[config.mk]
export PLATFORM = sky130hd
export DESIGN_NAME = irq_controller
export DESIGN_NICKNAME = d
export VERILOG_FILES = /design/src/rtl/irq_controller.sv
export SDC_FILE = /design/constraint.sdc
export NUM_CORES = 1
export LEC_CHECK = 0
export ABC_CLOCK_PERIOD_IN_PS = 27300
export BUFFER_PORTS_ARGS = -buffer_cell sky130_fd_sc_hd__buf_4
export CAP_MARGIN = 0
export CORE_MARGIN = 10
export CORE_UTILIZATION = 59
export DETAILED_ROUTE_END_ITERATION = 10
export PLACE_DENSITY_LB_ADDON = 0.05
export SKIP_CTS_REPAIR_TIMING = 1
export SLEW_MARGIN = 20
export SYNTH_ARGS = -nofsm -noshare
export SYNTH_HDL_FRONTEND = slang
export SYNTH_SLANG_ARGS = --single-unit
[constraint.sdc]
create_clock -name clk -period 27.3 [get_ports clk]
set_input_delay 8.19 -clock clk [delete_from_list [all_inputs] [get_ports clk]]
set_output_delay 8.19 -clock clk [all_outputs]
set_load 0.01 [all_outputs]
[src/rtl/irq_controller.sv]
// 16-source interrupt controller: edge-detected pending bits, byte-addressed
// priority/enable/pending registers, and a registered priority arbiter toward the CPU.
module irq_controller #(
    parameter logic [23:0] IRQ_PRI = 24'h2020,
    parameter logic [23:0] IRQ_ENA = 24'h2023,
    parameter logic [23:0] IRQ_ACT = 24'h2027
) (
    input  logic        clk,
    input  logic        reset,
    input  logic        clk_ce,
    input  logic        bus_write,
    input  logic        bus_read,
    input  logic [23:0] bus_address_in,
    input  logic [7:0]  bus_data_in,
    output logic [7:0]  bus_data_out,
    input  logic [15:0] irq_sources,
    input  logic [1:0]  cpu_ilevel,
    input  logic        irq_ack,
    output logic        irq_req,
    output logic [3:0]  irq_vector,
    output logic [1:0]  irq_level
);

    localparam int unsigned NUM_SRC = 16;
    localparam int unsigned PRI_W   = 2;
    localparam int unsigned VEC_W   = 4;
    localparam int unsigned BYTE_W  = 8;

    logic [NUM_SRC-1:0] pri;
    logic [NUM_SRC-1:0] ena;
    logic [NUM_SRC-1:0] pending;
    logic [NUM_SRC-1:0] sample;
    logic               primed;

    logic hit_pri_l_c;
    logic hit_pri_h_c;
    logic hit_ena_l_c;
    logic hit_ena_h_c;
    logic hit_act_l_c;
    logic hit_act_h_c;

    logic               ack_take_c;
    logic [NUM_SRC-1:0] ack_mask_c;
    logic [NUM_SRC-1:0] w1c_mask_c;
    logic [NUM_SRC-1:0] edge_set_c;
    logic [NUM_SRC-1:0] pending_next_c;
    logic [NUM_SRC-1:0] candidate_c;

    logic               best_found_c;
    logic [VEC_W-1:0]   best_vec_c;
    logic [PRI_W-1:0]   best_lvl_c;
    logic [PRI_W-1:0]   grp_pri_c;

    // Reads are side-effect free, so the strobe carries no information here.
    logic unused_bus_read;
    assign unused_bus_read = bus_read;

    // Register address decode.
    always_comb begin
        hit_pri_l_c = (bus_address_in == IRQ_PRI);
        hit_pri_h_c = (bus_address_in == IRQ_PRI + 24'd1);
        hit_ena_l_c = (bus_address_in == IRQ_ENA);
        hit_ena_h_c = (bus_address_in == IRQ_ENA + 24'd1);
        hit_act_l_c = (bus_address_in == IRQ_ACT);
        hit_act_h_c = (bus_address_in == IRQ_ACT + 24'd1);
    end

    // Combinational read mux; unmapped addresses read as zero.
    always_comb begin
        bus_data_out = '0;
        if (hit_pri_l_c) begin
            bus_data_out = pri[BYTE_W-1:0];
        end else if (hit_pri_h_c) begin
            bus_data_out = pri[NUM_SRC-1:BYTE_W];
        end else if (hit_ena_l_c) begin
            bus_data_out = ena[BYTE_W-1:0];
        end else if (hit_ena_h_c) begin
            bus_data_out = ena[NUM_SRC-1:BYTE_W];
        end else if (hit_act_l_c) begin
            bus_data_out = pending[BYTE_W-1:0];
        end else if (hit_act_h_c) begin
            bus_data_out = pending[NUM_SRC-1:BYTE_W];
        end
    end

    // Pending update: ack and W1C clear, a fresh rising edge wins over both.
    always_comb begin
        ack_take_c = irq_ack && irq_req;
        ack_mask_c = ack_take_c ? (NUM_SRC'(1) << irq_vector) : '0;
        w1c_mask_c = '0;
        if (bus_write && hit_act_l_c) begin
            w1c_mask_c[BYTE_W-1:0] = bus_data_in;
        end
        if (bus_write && hit_act_h_c) begin
            w1c_mask_c[NUM_SRC-1:BYTE_W] = bus_data_in;
        end
        // The first sample after reset only primes the edge detector.
        edge_set_c     = primed ? (irq_sources & ~sample) : '0;
        pending_next_c = (pending & ~ack_mask_c & ~w1c_mask_c) | edge_set_c;
    end

    // Arbiter: highest group priority above the CPU mask; ties to lowest index.
    // The source being acknowledged this cycle is hidden so it is never re-requested.
    always_comb begin
        candidate_c  = pending & ena & ~ack_mask_c;
        best_found_c = 1'b0;
        best_vec_c   = '0;
        best_lvl_c   = '0;
        grp_pri_c    = '0;
        for (int unsigned i = 0; i < NUM_SRC; i++) begin
            grp_pri_c = pri[(i / 2) * PRI_W +: PRI_W];
            if (candidate_c[i] && (grp_pri_c != '0) &&
                (grp_pri_c > cpu_ilevel) && (grp_pri_c > best_lvl_c)) begin
                best_found_c = 1'b1;
                best_vec_c   = VEC_W'(i);
                best_lvl_c   = grp_pri_c;
            end
        end
    end

    // Configuration registers.
    always_ff @(posedge clk) begin
        if (clk_ce) begin
            if (reset) begin
                pri <= '0;
                ena <= '0;
            end else if (bus_write) begin
                if (hit_pri_l_c) pri[BYTE_W-1:0]         <= bus_data_in;
                if (hit_pri_h_c) pri[NUM_SRC-1:BYTE_W]   <= bus_data_in;
                if (hit_ena_l_c) ena[BYTE_W-1:0]         <= bus_data_in;
                if (hit_ena_h_c) ena[NUM_SRC-1:BYTE_W]   <= bus_data_in;
            end
        end
    end

    // Pending, edge detector and registered CPU request.
    always_ff @(posedge clk) begin
        if (clk_ce) begin
            if (reset) begin
                pending    <= '0;
                sample     <= '0;
                primed     <= 1'b0;
                irq_req    <= 1'b0;
                irq_vector <= '0;
                irq_level  <= '0;
            end else begin
                pending    <= pending_next_c;
                sample     <= irq_sources;
                primed     <= 1'b1;
                irq_req    <= best_found_c;
                irq_vector <= best_vec_c;
                irq_level  <= best_lvl_c;
            end
        end
    end

endmodule
=== Yosys cells after proc, flatten, opt, wreduce, memory -nomap -nowiden ===
Cells that the tools add are included.

* Bits in registers: 72
* Bits in latches: 0
* Bits in writable memories: 0
* ROM bits: 0
* Bits of input ports: 56
* Output and inout bits: 15
* Memories kept: 0

* Add/sub/neg operators: 0
* Multiply operators: 0
* Divide/modulo/power cells: 0
* Magnitude comparators: 24
* Eq/ne operators: 6
* Shift operators: 1
* Muxes and demuxes: 64
* Bitwise logic cells: 9
* Reduce and logical (&&, ||, !) cells: 68

{| class="wikitable"
|+ Operator list
! cell !! count
|-
| 24-bit by 14-bit == test with 1-bit output (second input constant) || 6
|-
| 8-bit 2-to-1 mux || 12
|-
| 16-bit bitwise AND || 5
|-
| 16-bit 2-to-1 mux || 4
|-
| 4-bit 2-to-1 mux || 14
|-
| 1-bit logical AND || 51
|-
| 16-bit inverter || 3
|-
| 2-bit greater-than comparator || 23
|-
| 2-bit 2-to-1 mux || 16
|-
| 2-bit nonzero test || 13
|-
| 1-bit 2-to-1 mux || 18
|-
| 16-bit bitwise OR || 1
|-
| 1-bit by 4-bit << shifter with 16-bit output (first input constant) || 1
|-
| 3-bit AND reduction || 4
|-
| 2-bit by 1-bit greater-than comparator with 1-bit output (second input constant) || 1
|}

=== Depth between registers and ports, before layout ===
Gate-level depths: netlist (run 1).

* Word-level depth: 53
* Depth in mapped cells: 93

=== Least setup slack after synthesis (run 1) ===
No wires, ideal clock.

* Path kind: input to register
* From: in cpu_ilevel[1]
* To: reg irq_level[0], data pin
* Arrival time: 23.588 ns
* Required time: 27.030 ns
* Path slack: 3.442 ns
* Stages: 88
* Path buffers: 0
* Path through: inv_1 -> ha_1 -> nor2b_1 -> o221ai_1 -> a21o_1 -> nor2_1 -> ha_1 -> o21ai_0 -> a21o_1 -> a32o_1 -> ha_1 -> nor2_1 -> nand3_1 -> o311ai_1 -> a221o_1 -> and2_1 -> ha_1 -> or3_1 -> [52 not listed] -> nor2_1 -> a22oi_1 -> o2bb2ai_2 -> nand2_1 -> o21ai_1 -> ha_1 -> nand2_1 -> nand2_1 -> nor4_1 -> nand3b_1 -> o311ai_1 -> ha_1 -> nand2_1 -> nand2_1 -> nor4_1 -> nor2_1 -> a41oi_1 -> o41ai_2

* Longest elaborated chain between the ends: 49
* Elaborated cells between the ends (all ways): 71

{| class="wikitable"
|+ RTL lines
! what !! line !! text
|-
| start: declaration || 17 || <nowiki>input logic [1:0] cpu_ilevel,</nowiki>
|-
| 2-bit greater-than comparator || 113 || <nowiki>(grp_pri_c > cpu_ilevel) && (grp_pri_c > best_lvl_c)) begin</nowiki>
|-
| 1-bit logical AND || 112 || <nowiki>if (candidate_c[i] && (grp_pri_c != '0) &&</nowiki>
|-
| 1-bit logical AND || 113 ||
|-
| 2-bit 2-to-1 mux || 112 ||
|-
| 2-bit greater-than comparator || 113 ||
|-
| 1-bit logical AND || 113 ||
|-
| 2-bit 2-to-1 mux || 112 ||
|-
| 2-bit greater-than comparator || 113 ||
|-
| [33 not listed] || - ||
|-
| 1-bit logical AND || 113 ||
|-
| 2-bit 2-to-1 mux || 112 ||
|-
| 2-bit greater-than comparator || 113 ||
|-
| 1-bit logical AND || 113 ||
|-
| 2-bit 2-to-1 mux || 112 ||
|-
| 2-bit greater-than comparator || 113 ||
|-
| 1-bit logical AND || 113 ||
|-
| 2-bit 2-to-1 mux * || 112 ||
|-
| end signal: assignment || 152 || <nowiki>irq_level <= best_lvl_c;</nowiki>
|-
| end: declaration || 21 || <nowiki>output logic [1:0] irq_level</nowiki>
|}

Every way passes the cells marked *; elsewhere a longest branch is shown, timed or not.
A chain may end at the register's enable or synchronous reset.

=== Final worst setup path (run 1) ===
* From: in cpu_ilevel[1]
* To: reg irq_req, data pin

* Longest elaborated chain between the ends: 49
* Elaborated cells between the ends (all ways): 86

{| class="wikitable"
|+ RTL lines
! what !! line !! text
|-
| 2-bit greater-than comparator || 113 ||
|-
| 1-bit logical AND || 112 ||
|-
| 1-bit logical AND || 113 ||
|-
| 2-bit 2-to-1 mux || 112 ||
|-
| 2-bit greater-than comparator || 113 ||
|-
| 1-bit logical AND || 113 ||
|-
| 2-bit 2-to-1 mux || 112 ||
|-
| 2-bit greater-than comparator || 113 ||
|-
| [33 not listed] || - ||
|-
| 1-bit logical AND || 113 ||
|-
| 2-bit 2-to-1 mux || 112 ||
|-
| 2-bit greater-than comparator || 113 ||
|-
| 1-bit logical AND || 113 ||
|-
| 2-bit 2-to-1 mux || 112 ||
|-
| 2-bit greater-than comparator || 113 ||
|-
| 1-bit logical AND || 113 ||
|-
| 1-bit 2-to-1 mux * || 112 ||
|-
| end signal: assignment || 150 || <nowiki>irq_req <= best_found_c;</nowiki>
|-
| end: declaration || 19 || <nowiki>output logic irq_req,</nowiki>
|}

Marks and branches as above.

==> results of run 1 <==
==> where the power goes <==
part / switching, µW / total (µW) / internal (µW) / leakage [µW]
sequential: 9.56 / 143 / 133 / 0.000678
clock: 40.5 / 101 / 60.7 / 0.000110
combinational: 69.8 / 121 / 50.7 / 0.00162
total: 120 / 364 / 245 / 0.00241
==> flip-flops by register name, summed over array words and instances (netlist names) <==
signal	cells
pending	16
primed	1
irq_vector	4
irq_level	2
ena	16
pri	16
sample	16
irq_req	1
==> cell type report <==
type                    count  area share (%)
repair buffers             70            8.74
clock buffers              11            2.19
well taps                 108            2.25
clock inverters             5            1.75
multi-input cells         395            46.7
flip-flops and latches     72            36.0
inverters                  38            2.37
==> cells in the final DEF, fill, tap and decap left out, drive strengths merged, types with 4 or more instances in the layout <==
| cell type | instances |
|---|---|
| nor4 | 7 |
| nor3 | 11 |
| o211ai | 9 |
| a22o | 5 |
| nand2 | 45 |
| inv | 38 |
| nor2 | 36 |
| buf | 70 |
| nand3 | 7 |
| o21ai | 35 |
| o311ai | 6 |
| mux2i | 10 |
| a21o | 5 |
| a21oi | 35 |
| clkbuf | 11 |
| a222oi | 7 |
| o221ai | 4 |
| edfxtp | 72 |
| and2 | 9 |
| o211a | 7 |
| o22ai | 5 |
| ha | 32 |
| a22oi | 6 |
| a31oi | 16 |
| nand3b | 4 |
| nor2b | 36 |
==> metrics by stage <==
step	cell area [µm²]	total power, µW
after floorplan	5170	226
final	6010	364
after detailed placement	5750	260
after global routing	6010	384
after CTS	5980	360
after global placement	5750	254
==> cell families after synthesis <==
kind of cell	Yosys count	synth area share, %
compound gates	169	24.4
fa+ha+maj	35	8.33
simple gates	178	18.4
buf+inv	54	4.38
flops	72	41.8
mux	13	2.59
==> routing by layer <==
metal	up-vias	routed length, µm
met5	-	0
met4	0	431
met3	37	1060
met2	207	6840
met1	2161	5830
li1	2145	-
==> how the worst min path moves through the flow <==
stage               startpoint    endpoint  slack, ps
finish               sample[3]  pending[3]        630
global route         sample[3]  pending[3]        670
CTS                  sample[3]  pending[3]        630
detailed placement   sample[3]  pending[3]        620
global placement     sample[3]  pending[3]        610
floorplan            sample[3]  pending[3]        590
==> critical path: cells and delay by family <==
family	cells	cell delay, ps
buffers and inverters	4	560
AOI/OAI and AO/OA	33	6630
adders and majority gates	17	4790
and+or+nand+nor	35	5160
muxes	2	580
==> results.sh, run 1 <==
export IMPL_rsz0062_at_grt="no"
export IMPL_critPathSlowestCell="o21ai_1"
export IMPL_cp_required_ps=27500
export IMPL_drtIter0Drc=494
export IMPL_r2r_end="irq_req"
export IMPL_place_ws_ps=904
export IMPL_design_core_area_um2=8640
export IMPL_final_cells=699
export IMPL_setup_ws_ps=1560
export IMPL_slew_viol_final=0
export IMPL_drv_cap=0
export IMPL_dr_pass1_iters=5
export IMPL_hp_class="reg -> reg"
export IMPL_cts_buffers=9
export IMPL_nets=674
export IMPL_clock_path_buffers=2
export IMPL_diodes=0
export IMPL_crit_top_cell="ha_1"
export IMPL_p_leak_uw=0.00241
export IMPL_dp_cells=683
export IMPL_crit_start="cpu_ilevel[1]"
export IMPL_grt_pass1_wl_mm=22.5
export IMPL_overflow=0
export IMPL_dpl_hpwl_mm=11.1
export IMPL_drive_gt1_share_pct=19.6
export IMPL_synth_common_cells="edfxtp_1 (72), nand2_1 (44), inv_1 (37)"
export IMPL_rrSetupSlack_ps=9010
export IMPL_register_area_um2=2160
export IMPL_ys_warnings_count=0
export IMPL_gr_usage_met2_pct=34.6
export IMPL_cts_tree="done"
export IMPL_worst_slew_pin_slew_ps=1050
export IMPL_slew_headroom_pct=29.1
export IMPL_clk_root_buffer_cell="clkbuf_8"
export IMPL_rows=34
export IMPL_cts_clk_slew_worst_paths_ps=70
export IMPL_crit_path_start_kind="input port"
export IMPL_power_density_nw_per_um2=60.6
export IMPL_start_util_pct=59.9
export IMPL_wire_per_inst_um=20.3
export IMPL_syn_area_um2=5170
export IMPL_antenna_found_initial=0
export IMPL_synth_top_area_share_pct=41.8
export IMPL_final_util_pct=69.6
export IMPL_avgSynthCellArea_um2=9.92
export IMPL_synth_edf_count=72
export IMPL_grt_pass1_vias=4422
export IMPL_arrival_ps=25930
export IMPL_gr_max_usage_layer="met2"
export IMPL_fin_skew_ps=5.31
export IMPL_yosysSeqAreaShare_pct=41.8
export IMPL_die_width_um=114
export IMPL_ys_ff_latch=72
export IMPL_timing_hold_violations_final=0
export IMPL_synth_cell_types=79
export IMPL_ant_nets=0
export IMPL_areaGrowthSynthToFinish_pct=16.3
export IMPL_syn_num_nets=609
export IMPL_drc=0
export IMPL_use_met3_pct=4.15
export IMPL_vias_per_cell=6.51
export IMPL_die_area_um2=12900
export IMPL_holdWs_ps=629
export IMPL_cp_end_kind="flip-flop"
export IMPL_wirelength_mm=14.2
export IMPL_clock_latency_ps=350
export IMPL_fmax_ghz=0.0389
export IMPL_yosysTopAreaCell="edfxtp_1"
export IMPL_fin_crit_sh_pct=94.3
export IMPL_ioPinCount=71
export IMPL_min_period_ps=25740
export IMPL_tns_ps=0
export IMPL_cp_max_fo=8
export IMPL_slowest_delay_ps=430
export IMPL_gp_congestion=0.933
export IMPL_io_buffers=69
export IMPL_final_setup_viol_count=0
export IMPL_timing_rr_start="irq_vector[2]"
export IMPL_crit_path_end="irq_req"
export IMPL_grt_usage_pct=21.6
export IMPL_synth_most_common_cell="edfxtp_1"
export IMPL_setup_worst_path_class="in -> reg"
export IMPL_n_fill_cell=664
export IMPL_synthFlopType="edfxtp_1"
export IMPL_cts_sinks=72
export IMPL_multi_input_area_um2=2810
export IMPL_status="finished clean"
export IMPL_async_reset_ff_share_pct=0
export IMPL_grt_start_max_net_pins=52
export IMPL_min_path_cells=2
export IMPL_synthTopCellsByArea="edfxtp_1 (42%), ha_1 (7.7%), nor2b_1 (4.4%)"
export IMPL_die_height_um=114
export IMPL_dr_total_vias=4550
export IMPL_reg2regPathDepth=88
export IMPL_syn_inst=521
export IMPL_htreeDepth=3
export IMPL_peakVddDrop_mv=0.0405
export IMPL_use_met1_pct=27.6
Power figures use the tool's default switching activity.
==> run 2, diff against run 1 <==
CORE_MARGIN = 5   (was 10)
RECOVER_POWER = 100   (was default)
==> results.sh, run 2 (same netlist as run 1, synthesis figures left out) <==
export IMPL_power_density_nw_per_um2=59.0
export IMPL_crit_path_start_kind="input port"
export IMPL_cp_end_kind="flip-flop"
export IMPL_rsz0062_at_grt="no"
export IMPL_slew_viol_final=55
export IMPL_clock_latency_ps=340
export IMPL_wire_per_inst_um=19.6
export IMPL_cp_max_fo=8
export IMPL_dp_cells=683
export IMPL_clock_path_buffers=2
export IMPL_gp_congestion=0.945
export IMPL_final_cell_mix="edfxtp_1 (72), buf_4 (53), nand2_1 (44)"
export IMPL_min_period_ps=25800
export IMPL_cts_clk_slew_worst_paths_ps=70
export IMPL_die_width_um=104
export IMPL_ioPinCount=71
export IMPL_cts_buffers=9
export IMPL_dr_total_vias=4448
export IMPL_crit_top_cell="ha_1"
export IMPL_diodes=0
export IMPL_final_cells=699
export IMPL_antenna_found_initial=0
export IMPL_cp_required_ps=27490
export IMPL_slowest_delay_ps=500
export IMPL_fin_skew_ps=9.73
export IMPL_die_area_um2=10700
export IMPL_drtIter0Drc=292
export IMPL_cts_tree="done"
export IMPL_dr_pass1_iters=9
export IMPL_grt_pass1_vias=4264
export IMPL_p_leak_uw=0.00234
export IMPL_die_height_um=104
export IMPL_timing_hold_violations_final=0
export IMPL_drv_cap=2
export IMPL_io_buffers=69
export IMPL_design_core_area_um2=8640
export IMPL_fmax_ghz=0.0388
export IMPL_rows=34
export IMPL_cts_sinks=72
export IMPL_drc=1
export IMPL_failed_checks="design-rule violations, max-capacitance violations, max-slew violations"
export IMPL_grt_start_max_net_pins=52
export IMPL_areaGrowthSynthToFinish_pct=14.2
export IMPL_worst_slew_pin_slew_ps=2250
export IMPL_ant_nets=0
export IMPL_start_util_pct=59.9
export IMPL_final_setup_viol_count=0
export IMPL_arrival_ps=25990
export IMPL_dpl_hpwl_mm=10.6
export IMPL_tns_ps=0
export IMPL_status="finished with violations"
export IMPL_htreeDepth=3
export IMPL_hp_class="reg -> reg"
export IMPL_critPathSlowestCell="nor4_1"
export IMPL_wirelength_mm=13.7
export IMPL_nets=674
export IMPL_peakVddDrop_mv=0.0551
export IMPL_final_common_cell="edfxtp_1"
export IMPL_grt_pass1_wl_mm=21.4
export IMPL_clk_root_buffer_cell="clkbuf_8"
export IMPL_grt_usage_pct=24.6
export IMPL_overflow=0
export IMPL_vias_per_cell=6.36
export IMPL_fin_crit_sh_pct=94.5
export IMPL_drive_gt1_share_pct=16.4
export IMPL_setup_worst_path_class="in -> reg"
export IMPL_slew_headroom_pct=-50.1
## run 2: cell types whose count changed in the layout (fill, tap and decap cells not counted), moves of 2 or more
cell,delta
clkbuf_1,+15
clkinv_2,+3
clkinvlp_4,-2
buf_4,-17
## run 2: layer usage
layer | GRT usage, % | vias to the layer above | wire length, µm
li1 | - | 2145 | -
met1 | 33.0 | 2108 | 5930
met2 | 39.6 | 171 | 6510
met3 | 4.48 | 24 | 859
met4 | 9.65 | 0 | 374
met5 | 0 | - | 0
## run 2: final timing paths
path	startpoint	end	slack (ps)	cells past startpoint
max reg2reg	irq_vector[2]	irq_req	8930	88
min	sample[3]	pending[3]	620	2
min reg2reg	sample[3]	pending[3]	620	2
max	cpu_ilevel[1]	irq_req	1500	91
## run 2: critical path, delay by kind of cell
| kind | cells | cell delay [ps] |
|---|---|---|
| adders and majority gates | 17 | 4730 |
| and+or+nand+nor | 34 | 5290 |
| AOI/OAI and AO/OA | 34 | 6640 |
| buffers and inverters | 4 | 580 |
| muxes | 2 | 560 |
## run 2: layout make-up
type	instances	area, µm²
timing repair buffer	70	465
sequential	72	2160
tap	108	135
clock inverter	6	83.8
fill	718	2730
inverter	38	143
clock buffer	10	128
multi-input combinational	395	2790
## run 2: stage by stage
stage	total power [µW]	utilization, %	setup WS, ps	hold slack [ps]	cell area [µm²]
6_report	348	68.3	1500	617	5900
3_5_place_dp	259	66.5	928	610	5750
5_1_grt	369	68.3	40.4	630	5900
2_1_floorplan	226	-	3440	591	5170
4_1_cts	348	69.0	1220	621	5960
3_3_place_gp	255	66.5	1340	604	5750
## run 2: where the power goes
part / total (µW) / internal, µW / switching [µW]
clock network: 90.4 / 51.2 / 39.2
logic: 115 / 48.2 / 67.0
registers: 143 / 133 / 9.37
==> run 3, diff against run 2 <==
BUFFER_PORTS_ARGS = -buffer_cell sky130_fd_sc_hd__buf_2   (was -buffer_cell sky130_fd_sc_hd__buf_4)
==> results.sh, run 3 (same netlist as run 1, synthesis figures left out) <==
export IMPL_peakVddDrop_mv=0.0414
export IMPL_pwr_share_seq_pct=41.3
export IMPL_p_leak_uw=0.00229
export IMPL_die_area_um2=10700
export IMPL_diodes=0
export IMPL_io_buffers=69
export IMPL_rrSetupSlack_ps=9030
export IMPL_ant_nets=0
export IMPL_gp_congestion=0.950
export IMPL_cts_sinks=72
export IMPL_nets=676
export IMPL_dpl_cell_area_um2=5590
export IMPL_design_core_area_um2=8640
export IMPL_clk_root_buffer_cell="clkbuf_8"
export IMPL_hp_start="sample[3]"
export IMPL_drive_gt1_share_pct=16.2
export IMPL_worst_slew_pin_slew_ps=2150
export IMPL_cts_tree="done"
export IMPL_fmax_ghz=0.0390
export IMPL_wirelength_mm=13.6
export IMPL_final_cells=701
export IMPL_die_height_um=104
export IMPL_grt_pass1_vias=4396
export IMPL_status="finished with violations"
export IMPL_slew_headroom_pct=-43.0
export IMPL_r2r_end="irq_level[0]"
export IMPL_timing_hold_violations_final=0
export IMPL_cp_required_ps=27380
export IMPL_cp_max_fo=8
export IMPL_fin_skew_ps=9.59
export IMPL_final_setup_viol_count=0
export IMPL_drtIter0Drc=413
export IMPL_start_util_pct=59.9
export IMPL_failed_checks="max-capacitance violations, max-slew violations"
export IMPL_hp_class="reg -> reg"
export IMPL_path_buf_inv=2
export IMPL_cp_end_kind="flip-flop"
export IMPL_drc=0
export IMPL_p_int_uw=230
export IMPL_fin_crit_sh_pct=94.0
export IMPL_wire_per_inst_um=19.4
export IMPL_tns_ps=0
export IMPL_final_common_cell="edfxtp_1"
export IMPL_dr_total_vias=4499
export IMPL_slowest_delay_ps=540
export IMPL_clock_latency_ps=340
export IMPL_cts_clk_slew_worst_paths_ps=80
export IMPL_drv_cap=2
export IMPL_vias_per_cell=6.42
export IMPL_slew_viol_final=52
export IMPL_htreeDepth=3
export IMPL_place_ws_ps=1120
export IMPL_die_width_um=104
export IMPL_clock_path_buffers=2
export IMPL_power_density_nw_per_um2=59.8
export IMPL_rsz0062_at_grt="no"
export IMPL_timing_rr_start="irq_vector[2]"
export IMPL_setup_ws_ps=1630
export IMPL_final_cell_area_um2=5780
export IMPL_dpl_hpwl_mm=10.7
export IMPL_arrival_ps=25750
export IMPL_holdPathEnd="pending[3]"
export IMPL_final_cell_mix="edfxtp_1 (72), buf_2 (53), nand2_1 (44)"
export IMPL_grt_pass1_wl_mm=21.9
export IMPL_crit_top_cell="ha_1"
export IMPL_ioPinCount=71
export IMPL_min_period_ps=25670
export IMPL_n_fill_cell=719
export IMPL_areaGrowthSynthToFinish_pct=11.7
export IMPL_overflow=0
export IMPL_fin_total_pwr_uw=345
export IMPL_p_switching_uw=115
export IMPL_cts_buffers=9
export IMPL_dr_pass1_iters=6
export IMPL_grt_usage_pct=24.9
export IMPL_dp_cells=685
export IMPL_grt_start_max_net_pins=52
export IMPL_crit_family="compound AO/OA/AOI/OAI gates"
export IMPL_rows=34
export IMPL_p_comb_share_pct=32.8
export IMPL_antenna_found_initial=0
export IMPL_p_sw_share_pct=33.3
export IMPL_crit_path_start_kind="input port"
export IMPL_clockPowerShare_pct=25.8
export IMPL_critPathSlowestCell="o311ai_4"
export IMPL_reg2regPathDepth=86
export IMPL_setup_worst_path_class="in -> reg"
export IMPL_min_path_cells=2
## run 3: how the worst max path moves through the flow
stage	startpoint	end	cells past startpoint
final	irq_ack	irq_level[0]	87
after CTS	cpu_ilevel[1]	irq_level[0]	89
after floorplan	cpu_ilevel[1]	irq_level[0]	88
after global placement	cpu_ilevel[1]	irq_level[0]	89
after detailed placement	cpu_ilevel[1]	irq_level[0]	89
after global routing	cpu_ilevel[1]	irq_req	90
## run 3: power groups by stage
stage	clock network, µW	registers (µW)	logic, µW
3_5_place_dp	0	145	111
6_report	89.1	143	113
3_3_place_gp	0	144	108
5_1_grt	94.7	144	127
4_1_cts	89.6	142	112
2_1_floorplan	0	141	85.1
## run 3: worst min-delay path, stage by stage, from the launching register on
cell and delay [ps]:
edfxtp_1 320, nand3b_1 90, nand2_1 50
## run 3: final cells by class
type | instances | area [µm²] | area share (%)
clock buffer | 9 | 124 | 2.14
sequential | 72 | 2160 | 37.4
tap | 108 | 135 | 2.34
inverter | 38 | 143 | 2.47
multi-input combinational | 395 | 2790 | 48.2
timing repair buffer | 72 | 340 | 5.89
clock inverter | 7 | 86.3 | 1.49
## run 3: metrics by stage
stage / util [%] / hold WS (ps)
finish: 66.9 / 615
global route: 66.9 / 645
CTS: 67.1 / 620
detailed placement: 64.7 / 608
global placement: 64.7 / 605
floorplan: - / 591
## run 3: layer usage
metal  vias up  global-route usage [%]  routed length, µm
met2       183                    42.3               6780
met4         0                    7.87                230
met5         -                       0                  0
li1       2150                       -                  -
met3        21                    2.92                767
met1      2145                    33.3               5820
